`config.mk`:
```
export PLATFORM = sky130hd
export DESIGN_NAME = coin_acceptor_flat
export DESIGN_NICKNAME = d
export VERILOG_FILES = /design/src/rtl/coin_acceptor_if.sv /design/src/rtl/coin_acceptor.sv /design/src/flat_wrapper.sv
export SDC_FILE = /design/constraint.sdc
export NUM_CORES = 1
export LEC_CHECK = 0
export CORE_MARGIN = 8
export CORE_UTILIZATION = 40
export CTS_CLUSTER_SIZE = 24
export DETAILED_ROUTE_END_ITERATION = 16
export GPL_TIMING_DRIVEN = 1
export PLACE_DENSITY = 0.67
export REMOVE_ABC_BUFFERS = 1
export SLEW_MARGIN = 15
export SYNTH_ARGS = -nofsm -noshare
export SYNTH_HDL_FRONTEND = slang
export SYNTH_SLANG_ARGS = --single-unit
```
`constraint.sdc`:
```
create_clock -name clk -period 3.3 [get_ports clk]
set_input_delay 0.99 -clock clk [delete_from_list [all_inputs] [get_ports clk]]
set_output_delay 0.99 -clock clk [all_outputs]
set_load 0.005 [all_outputs]
```
`src/rtl/coin_acceptor_if.sv`:
```
// coin_acceptor_if: valid/ready coin-code handshake toward the vending FSM
interface coin_acceptor_if;
  logic [1:0] coin;
  logic       coin_valid;
  logic       coin_ready;
  modport master (output coin, coin_valid, input coin_ready);
  modport slave  (input coin, coin_valid, output coin_ready);
endinterface

```
`src/rtl/coin_acceptor.sv`:
```
// coin_acceptor: debounces the coin sensor, classifies coins by blocking width and queues codes
module coin_acceptor #(
  parameter int DEB_CYCLES = 4,
  parameter int PENNY_MAX  = 7,
  parameter int NICKEL_MIN = 10,
  parameter int NICKEL_MAX = 15,
  parameter int DIME_MIN   = 18,
  parameter int DIME_MAX   = 26,
  parameter int TIMEOUT    = 40,
  parameter int DEPTH      = 4
) (
  input  logic                     clk,
  input  logic                     rst,
  input  logic                     sensor,
  coin_acceptor_if.master          bus,
  output logic                     reject,
  output logic                     jam,
  output logic [$clog2(DEPTH):0]   fifo_count
);
  localparam int DW = $clog2(DEB_CYCLES + 1);
  localparam int WW = $clog2(TIMEOUT + 2);
  localparam int AW = $clog2(DEPTH);
  localparam int CW = AW + 1;
  typedef enum logic [1:0] {IDLE, MEASURE, CLASSIFY, JAMMED} state_t;
  state_t state, nstate;
  logic s1, s2, sdb;
  logic [DW-1:0] dcnt;
  logic [WW-1:0] w, w_nxt;
  logic [1:0] mem [DEPTH];
  logic [AW-1:0] wp, rp;
  logic is_p, is_n, is_d, pop, full, push, bad;
  always_ff @(posedge clk or negedge rst)
    if (!rst) begin
      s1   <= 1'b0;
      s2   <= 1'b0;
      sdb  <= 1'b0;
      dcnt <= '0;
    end else begin
      s1 <= sensor;
      s2 <= s1;
      if (s2 == sdb) dcnt <= '0;
      else if (dcnt == DW'(DEB_CYCLES - 1)) begin
        sdb  <= s2;
        dcnt <= '0;
      end else dcnt <= dcnt + 1'b1;
    end
  always_ff @(posedge clk or negedge rst)
    if (!rst) begin
      state <= IDLE;
      w     <= '0;
    end else begin
      state <= nstate;
      w     <= w_nxt;
    end
  always_comb begin
    nstate = state;
    w_nxt  = w;
    case (state)
      IDLE: if (sdb) begin
        nstate = MEASURE;
        w_nxt  = WW'(1);
      end
      MEASURE: if (!sdb) nstate = CLASSIFY;
        else if (w == WW'(TIMEOUT)) nstate = JAMMED;
        else w_nxt = w + 1'b1;
      CLASSIFY: nstate = IDLE;
      JAMMED: nstate = sdb ? JAMMED : IDLE;
      default: nstate = IDLE;
    endcase
  end
  assign is_p = w <= WW'(PENNY_MAX);
  assign is_n = w >= WW'(NICKEL_MIN) && w <= WW'(NICKEL_MAX);
  assign is_d = w >= WW'(DIME_MIN) && w <= WW'(DIME_MAX);
  assign pop  = bus.coin_valid & bus.coin_ready;
  // fullness is judged after this cycle's pop so a simultaneous transfer makes room
  assign full = (fifo_count - CW'(pop)) == CW'(DEPTH);
  assign bad  = !(is_p | is_n | is_d);
  assign push = state == CLASSIFY && !bad && !full;
  always_ff @(posedge clk or negedge rst)
    if (!rst) begin
      mem        <= '{default: '0};
      wp         <= '0;
      rp         <= '0;
      fifo_count <= '0;
      reject     <= 1'b0;
    end else begin
      if (push) begin
        mem[wp] <= is_n ? 2'd1 : is_d ? 2'd2 : 2'd0;
        wp      <= wp + 1'b1;
      end
      if (pop) rp <= rp + 1'b1;
      fifo_count <= fifo_count + CW'(push) - CW'(pop);
      reject     <= state == CLASSIFY && (bad || full);
    end
  assign jam            = state == JAMMED;
  assign bus.coin       = mem[rp];
  assign bus.coin_valid = fifo_count != '0;
endmodule

```
`src/flat_wrapper.sv`:
```
// flat-port wrapper written by rule: the top's interface ports become plain ports
module coin_acceptor_flat 
#(
  parameter int DEB_CYCLES = 4,
  parameter int PENNY_MAX  = 7,
  parameter int NICKEL_MIN = 10,
  parameter int NICKEL_MAX = 15,
  parameter int DIME_MIN   = 18,
  parameter int DIME_MAX   = 26,
  parameter int TIMEOUT    = 40,
  parameter int DEPTH      = 4
)
  (clk, rst, sensor, reject, jam, fifo_count, bus_coin, bus_coin_valid, bus_coin_ready);
  coin_acceptor_if bus_i ();
  input  logic clk;
  input  logic rst;
  input  logic sensor;
  output logic reject;
  output logic jam;
  output logic [$clog2(DEPTH):0] fifo_count;
  output wire logic [$bits(bus_i.coin)-1:0] bus_coin;
  output wire logic [$bits(bus_i.coin_valid)-1:0] bus_coin_valid;
  input wire logic [$bits(bus_i.coin_ready)-1:0] bus_coin_ready;
  assign bus_coin = bus_i.coin;
  assign bus_coin_valid = bus_i.coin_valid;
  assign bus_i.coin_ready = bus_coin_ready;
  coin_acceptor #(.DEB_CYCLES(DEB_CYCLES), .PENNY_MAX(PENNY_MAX), .NICKEL_MIN(NICKEL_MIN), .NICKEL_MAX(NICKEL_MAX), .DIME_MIN(DIME_MIN), .DIME_MAX(DIME_MAX), .TIMEOUT(TIMEOUT), .DEPTH(DEPTH)) u_core (.clk(clk), .rst(rst), .sensor(sensor), .bus(bus_i), .reject(reject), .jam(jam), .fifo_count(fifo_count));
endmodule
```
Yosys cells after proc, flatten, opt, wreduce, memory -nomap -nowiden
Cells that the tools add are included.

Add/sub/neg operators: 7. Magnitude comparators: 8. Equal/unequal tests: 11. Multiplexer cells: 19. Bitwise operators: 6. Reductions and logical operators: 15.

Operators with widths (count): $mux 2 (9); $mux 6 (3); $pmux 6 s2 (1); $bwmux 8 (1); $pmux 2 s4 (1); $add 6x1->6 const B (1); $eq 6x6->1 const B (1); $ge 3x3->1 const B (2); $ge 6x4->1 const B (1); $ge 6x5->1 const B (1); $le 6x3->1 const B (1); $le 6x4->1 const B (1); $le 6x5->1 const B (1); $logic_and 1x1->1 (6); $mux 3 (2); $not 2->3 (2); $sub 3x1->3 (2); $add 2x1->2 const B (2); $bmux 2 s2 (1); $demux 2 s2 (1); $eq 2x2->1 const B (2); $ne 2x1->1 const B (2); $reduce_and 2->1 (2); $reduce_and 4->1 (1); 17 further kinds (19).

Flip-flop bits (word level): 30. Input port bits: 4.

Depth between registers and ports, before layout
Depth after elaboration: 8. Depth in mapped cells: 11.

Least setup slack after synthesis
Ideal clock, no wire load.

Path type: input port to flip-flop. Start: in bus_coin_ready. End: reg u_core.fifo_count[2]. Library setup time: 0.125 ns. Arrival: 2.893 ns. Setup slack: 0.282 ns. Cell stages on the path: 10. Buffers on the path: 0. Cells stage by stage: and2_1 -> ha_1 -> ha_1 -> nand2_1 -> o21bai_2 -> a21oi_2 -> ha_1 -> fa_1 -> xor2_1 -> xnor2_1.

Cells in the longest elaborated chain, start to end: 7.

Ends and longest elaborated chain: start, declared (line flat_wrapper.sv:23) `input wire logic [$bits(bus_i.coin_ready)-1:0] bus_coin_ready;`; $and 1x1->1 (line coin_acceptor.sv:74) `assign pop = bus.coin_valid & bus.coin_ready;`; $sub 3x1->3 (line coin_acceptor.sv:76) `assign full = (fifo_count - CW'(pop)) == CW'(DEPTH);`; $eq 3x3->1 (line coin_acceptor.sv:76); $logic_not 1->1 (line coin_acceptor.sv:78) `assign push = state == CLASSIFY && !bad && !full;`; $logic_and 1x1->1 (line coin_acceptor.sv:78); net u_core.push (line coin_acceptor.sv:31) `logic is_p, is_n, is_d, pop, full, push, bad;`; $add 3x1->3 (line coin_acceptor.sv:92) `fifo_count <= fifo_count + CW'(push) - CW'(pop);`; $sub 3x1->3 (line coin_acceptor.sv:92); end signal, assigned (line coin_acceptor.sv:92); end, declared (line coin_acceptor.sv:18) `output logic [$clog2(DEPTH):0] fifo_count`.

The timed path passes the listed nets, and every way through them passes these cells. A chain may end at the register's enable or synchronous reset.

Worst setup path in the final report
Start: in bus_coin_ready. End: reg u_core.fifo_count[2].

Cells in the longest elaborated chain, start to end: 7.

Ends and longest elaborated chain (line): $and 1x1->1 (coin_acceptor.sv:74); net u_core.pop (coin_acceptor.sv:31); $sub 3x1->3 (coin_acceptor.sv:76); $eq 3x3->1 (coin_acceptor.sv:76); $logic_not 1->1 (coin_acceptor.sv:78); $logic_and 1x1->1 (coin_acceptor.sv:78); net u_core.push (coin_acceptor.sv:31); $add 3x1->3 (coin_acceptor.sv:92); $sub 3x1->3 (coin_acceptor.sv:92).

The timed path passes the listed nets, and every way through them passes these cells.

==> impl_metrics.csv <==
group,metric,value,unit
sta,finalSetupViolations,0,
global_route,antenna_found_initial,0,
min_path,holdPathStages,0,
setup_path,regToRegSetupSlack,0.49,ns
floorplanning,core,0.00397,sq mm
final_layout,final_core_util,47.8,%
setup_path,cp.required,3.46,ns
final_layout,drive_gt1_share,15.6,%
final_layout,insertedDiodeCount,0,
sta,relSlewSlack,58.5,%
flow_run,maxCapViolations,0,
logic_synthesis,ys_warn_count,0,
logic_synthesis,syn_avg_cell_area,11.6,sq um
detailed_routing,vias,1080,
final_layout,stdcell_count,210,
logic_synthesis,synth_top_family_by_area,"compound AO/OA/AOI/OAI gates",
run_status,status,"finished, final reports clean",
pwr,pwr_density_cell,809,mW/mm^2
clocking,clockBufferDepth,2,
sta,max_slew.worst_pin.slew,0.617,ns
final_layout,layout_common_cells,"dfrtp_1 (30), inv_1 (17), ha_1 (12)",
pwr,ir_drop,477,uV
placement,dp_hpwl,2.21,mm
clocking,clk_pin_slew,0.06,ns
min_path,holdCritPathClass,"flop to flop",
logic_synthesis,synthMuxAreaShare,10.5,%
global_route,grt_pass1_vias,1136,
placement,gp_congestion,0.765,
placement,place.port_buffers,11,
sta,rsz0062_at_grt,"no",
global_route,overflow,0,
floorplanning,die_area,0.00640,sq mm
global_route,grt_pass1_wl,5.06,mm
final_layout,layout.nets,176,
final_layout,layout_commonest_cell,"dfrtp_1",
setup_path,ff2ff_path_depth,11,
detailed_routing,ant_nets,0,
logic_synthesis,synthSimpleGateAreaFrac,10.3,%
placement,placed_cells,202,
floorplanning,die_y,80.0,um
clocking,post_cts_resized,0,
logic_synthesis,yosysUniqueCellTypes,39,
logic_synthesis,synthFlopType,"dfrtp_1",
min_path,hold_path_startpoint,"u_core.s1",
logic_synthesis,synth_compound_area_share,13.3,%
final_layout,final_area,0.00190,sq mm
sta,period_share,92.1,%
clocking,cts_max_level,2,
sta,holdWs,0.364,ns
logic_synthesis,synth_seq_area_share,45.8,%
setup_path,cp-end-kind,"flop",
sta,drv_slew,0,
detailed_routing,routed_wl,2.94,mm
sta,layout_min_cycle_time,3.04,ns
floorplanning,die_w,80.0,um
global_route,grt_max_degree,31,
clocking,cts_root_buf,"clkbuf_8",
logic_synthesis,synthCells,141,
detailed_routing,drc,0,
setup_path,crit_path_start,"bus_coin_ready",
logic_synthesis,synth_adder_area_share,10.4,%
setup_path,r2r_end,"u_core.fifo_count[2]",
final_layout,areaGrowthSynthToFinish,15.9,%
setup_path,reg2reg_from,"u_core.fifo_count[2]",
floorplanning,start_util,41.2,%
logic_synthesis,synth_xor_area_share,3.74,%
pwr,power.total,1.54,mW
pwr,p_leak,0.863,nW
placement,placed_area,0.00181,sq mm
sta,skew,0.00524,ns
clocking,post_cts_buffers,0,
floorplanning,num_rows,23,
clocking,clock_sinks,30,
detailed_routing,drt_pass1_iterations,4,
min_path,hold_end,"u_core.s2",
logic_synthesis,ys_ff_latch,30,
clocking,hold_buffers,0,
clocking,cts_tree,"yes",
sta,max_clock_freq,329,MHz
sta,finalWorstSetupSlack,0.260,ns
logic_synthesis,syn_area,0.00164,sq mm
sta,hold_violations,0,
detailed_routing,vias_per_cell,5.14,
floorplanning,design.portCount,12,
detailed_routing,drtIter0Drc,41,
setup_path,worstPathArrival,3.20,ns
logic_synthesis,ys_async_sr_fraction,100,%
clocking,cts_made_buffers,5,
setup_path,criticalPathCategory,"primary input to flop",
setup_path,crit_path_start_kind,"primary input",
logic_synthesis,synth_edf_count,0,
sta,fin_setup_tns,0,ns
setup_path,cp_max_fo,2,
detailed_routing,avgRoutedWirePerCell,14.0,um
placement,pre_cts_ws,-0.0345,ns
global_route,grtUsageTotal,10.1,%
clocking,insertion_delay,0.28,ns
==> worst max path at each step <==
| stage | to | slack, ns | cells past startpoint |
|---|---|---|---|
| after floorplan | u_core.fifo_count[2] | 0.28 | 10 |
| after global placement | u_core.fifo_count[2] | 0.06 | 11 |
| after detailed placement | u_core.fifo_count[2] | -0.03 | 11 |
| after CTS | u_core.fifo_count[2] | 0.26 | 11 |
| after global routing | u_core.fifo_count[2] | 0.16 | 11 |
| final | u_core.fifo_count[2] | 0.26 | 11 |
==> logic make-up after synthesis <==
family                   count (synthesis)
AO/OA/AOI/OAI                           25
buffers and inverters                   21
adder cells (fa/ha/maj)                 13
AND/OR/NAND/NOR                         32
XOR/XNOR                                 7
flip-flops                              30
multiplexers                            13
==> layer usage <==
layer	GRT usage, %	up-vias	wire length (um)
li1	-	517	-
met1	11.8	534	1340
met2	16.3	24	1430
met3	3.38	5	126
met4	4.55	0	42
met5	0	-	0
==> flip-flops by register name (all words and copies together) (netlist names) <==
name,cells
u_core.dcnt,3
u_core.w,6
u_core.reject,1
u_core.s1,1
u_core.sdb,1
u_core.wp,2
u_core.fifo_count,3
u_core.rp,2
u_core.state,2
u_core.mem,8
u_core.s2,1
==> area by class of cell <==
cell class / instances / area, sq um
fillers: 360 / 2070
multi-input cells: 90 / 790
flip-flops and latches: 30 / 751
repair buffers: 15 / 140
clock buffers: 7 / 86.3
inverters: 17 / 63.8
well taps: 50 / 62.6
clock inverters: 1 / 5.00
==> power by group <==
part / total [mW] / internal, mW / switching, mW / leakage, nW
sequential: 0.602 / 0.472 / 0.130 / 0.386
clock: 0.305 / 0.168 / 0.137 / 0.0482
combinational: 0.630 / 0.316 / 0.313 / 0.428
total: 1.54 / 0.956 / 0.580 / 0.863
==> synthesized netlist by cell type, types with 2 or more instances <==
cell | instances | area, sq um
xor2_1 | 2 | 17.5
o21ai_0 | 6 | 30.0
nor3_1 | 4 | 20.0
nand2_1 | 6 | 22.5
and2_1 | 2 | 12.5
nand2b_1 | 4 | 25.0
dfrtp_1 | 30 | 751
buf_6 | 2 | 22.5
nand3_1 | 3 | 15.0
nor2_1 | 6 | 22.5
xnor2_1 | 5 | 43.8
a211oi_2 | 4 | 50.1
ha_1 | 12 | 150
mux2_1 | 8 | 90.1
inv_1 | 17 | 63.8
nor3b_1 | 2 | 15.0
a21oi_1 | 4 | 20.0
mux4_2 | 2 | 45.0
a22o_1 | 2 | 17.5
==> worst max-delay path, stage by stage <==
cell and delay (ns):
clkdlybuf4s50_1 0.39, and2_1 0.15, ha_1 0.19, ha_1 0.27
nand2_1 0.07, o21bai_2 0.18, a21oi_2 0.07, ha_1 0.23
fa_1 0.37, xor2_1 0.16, xnor2_1 0.12
Power figures use the tool's default switching activity.
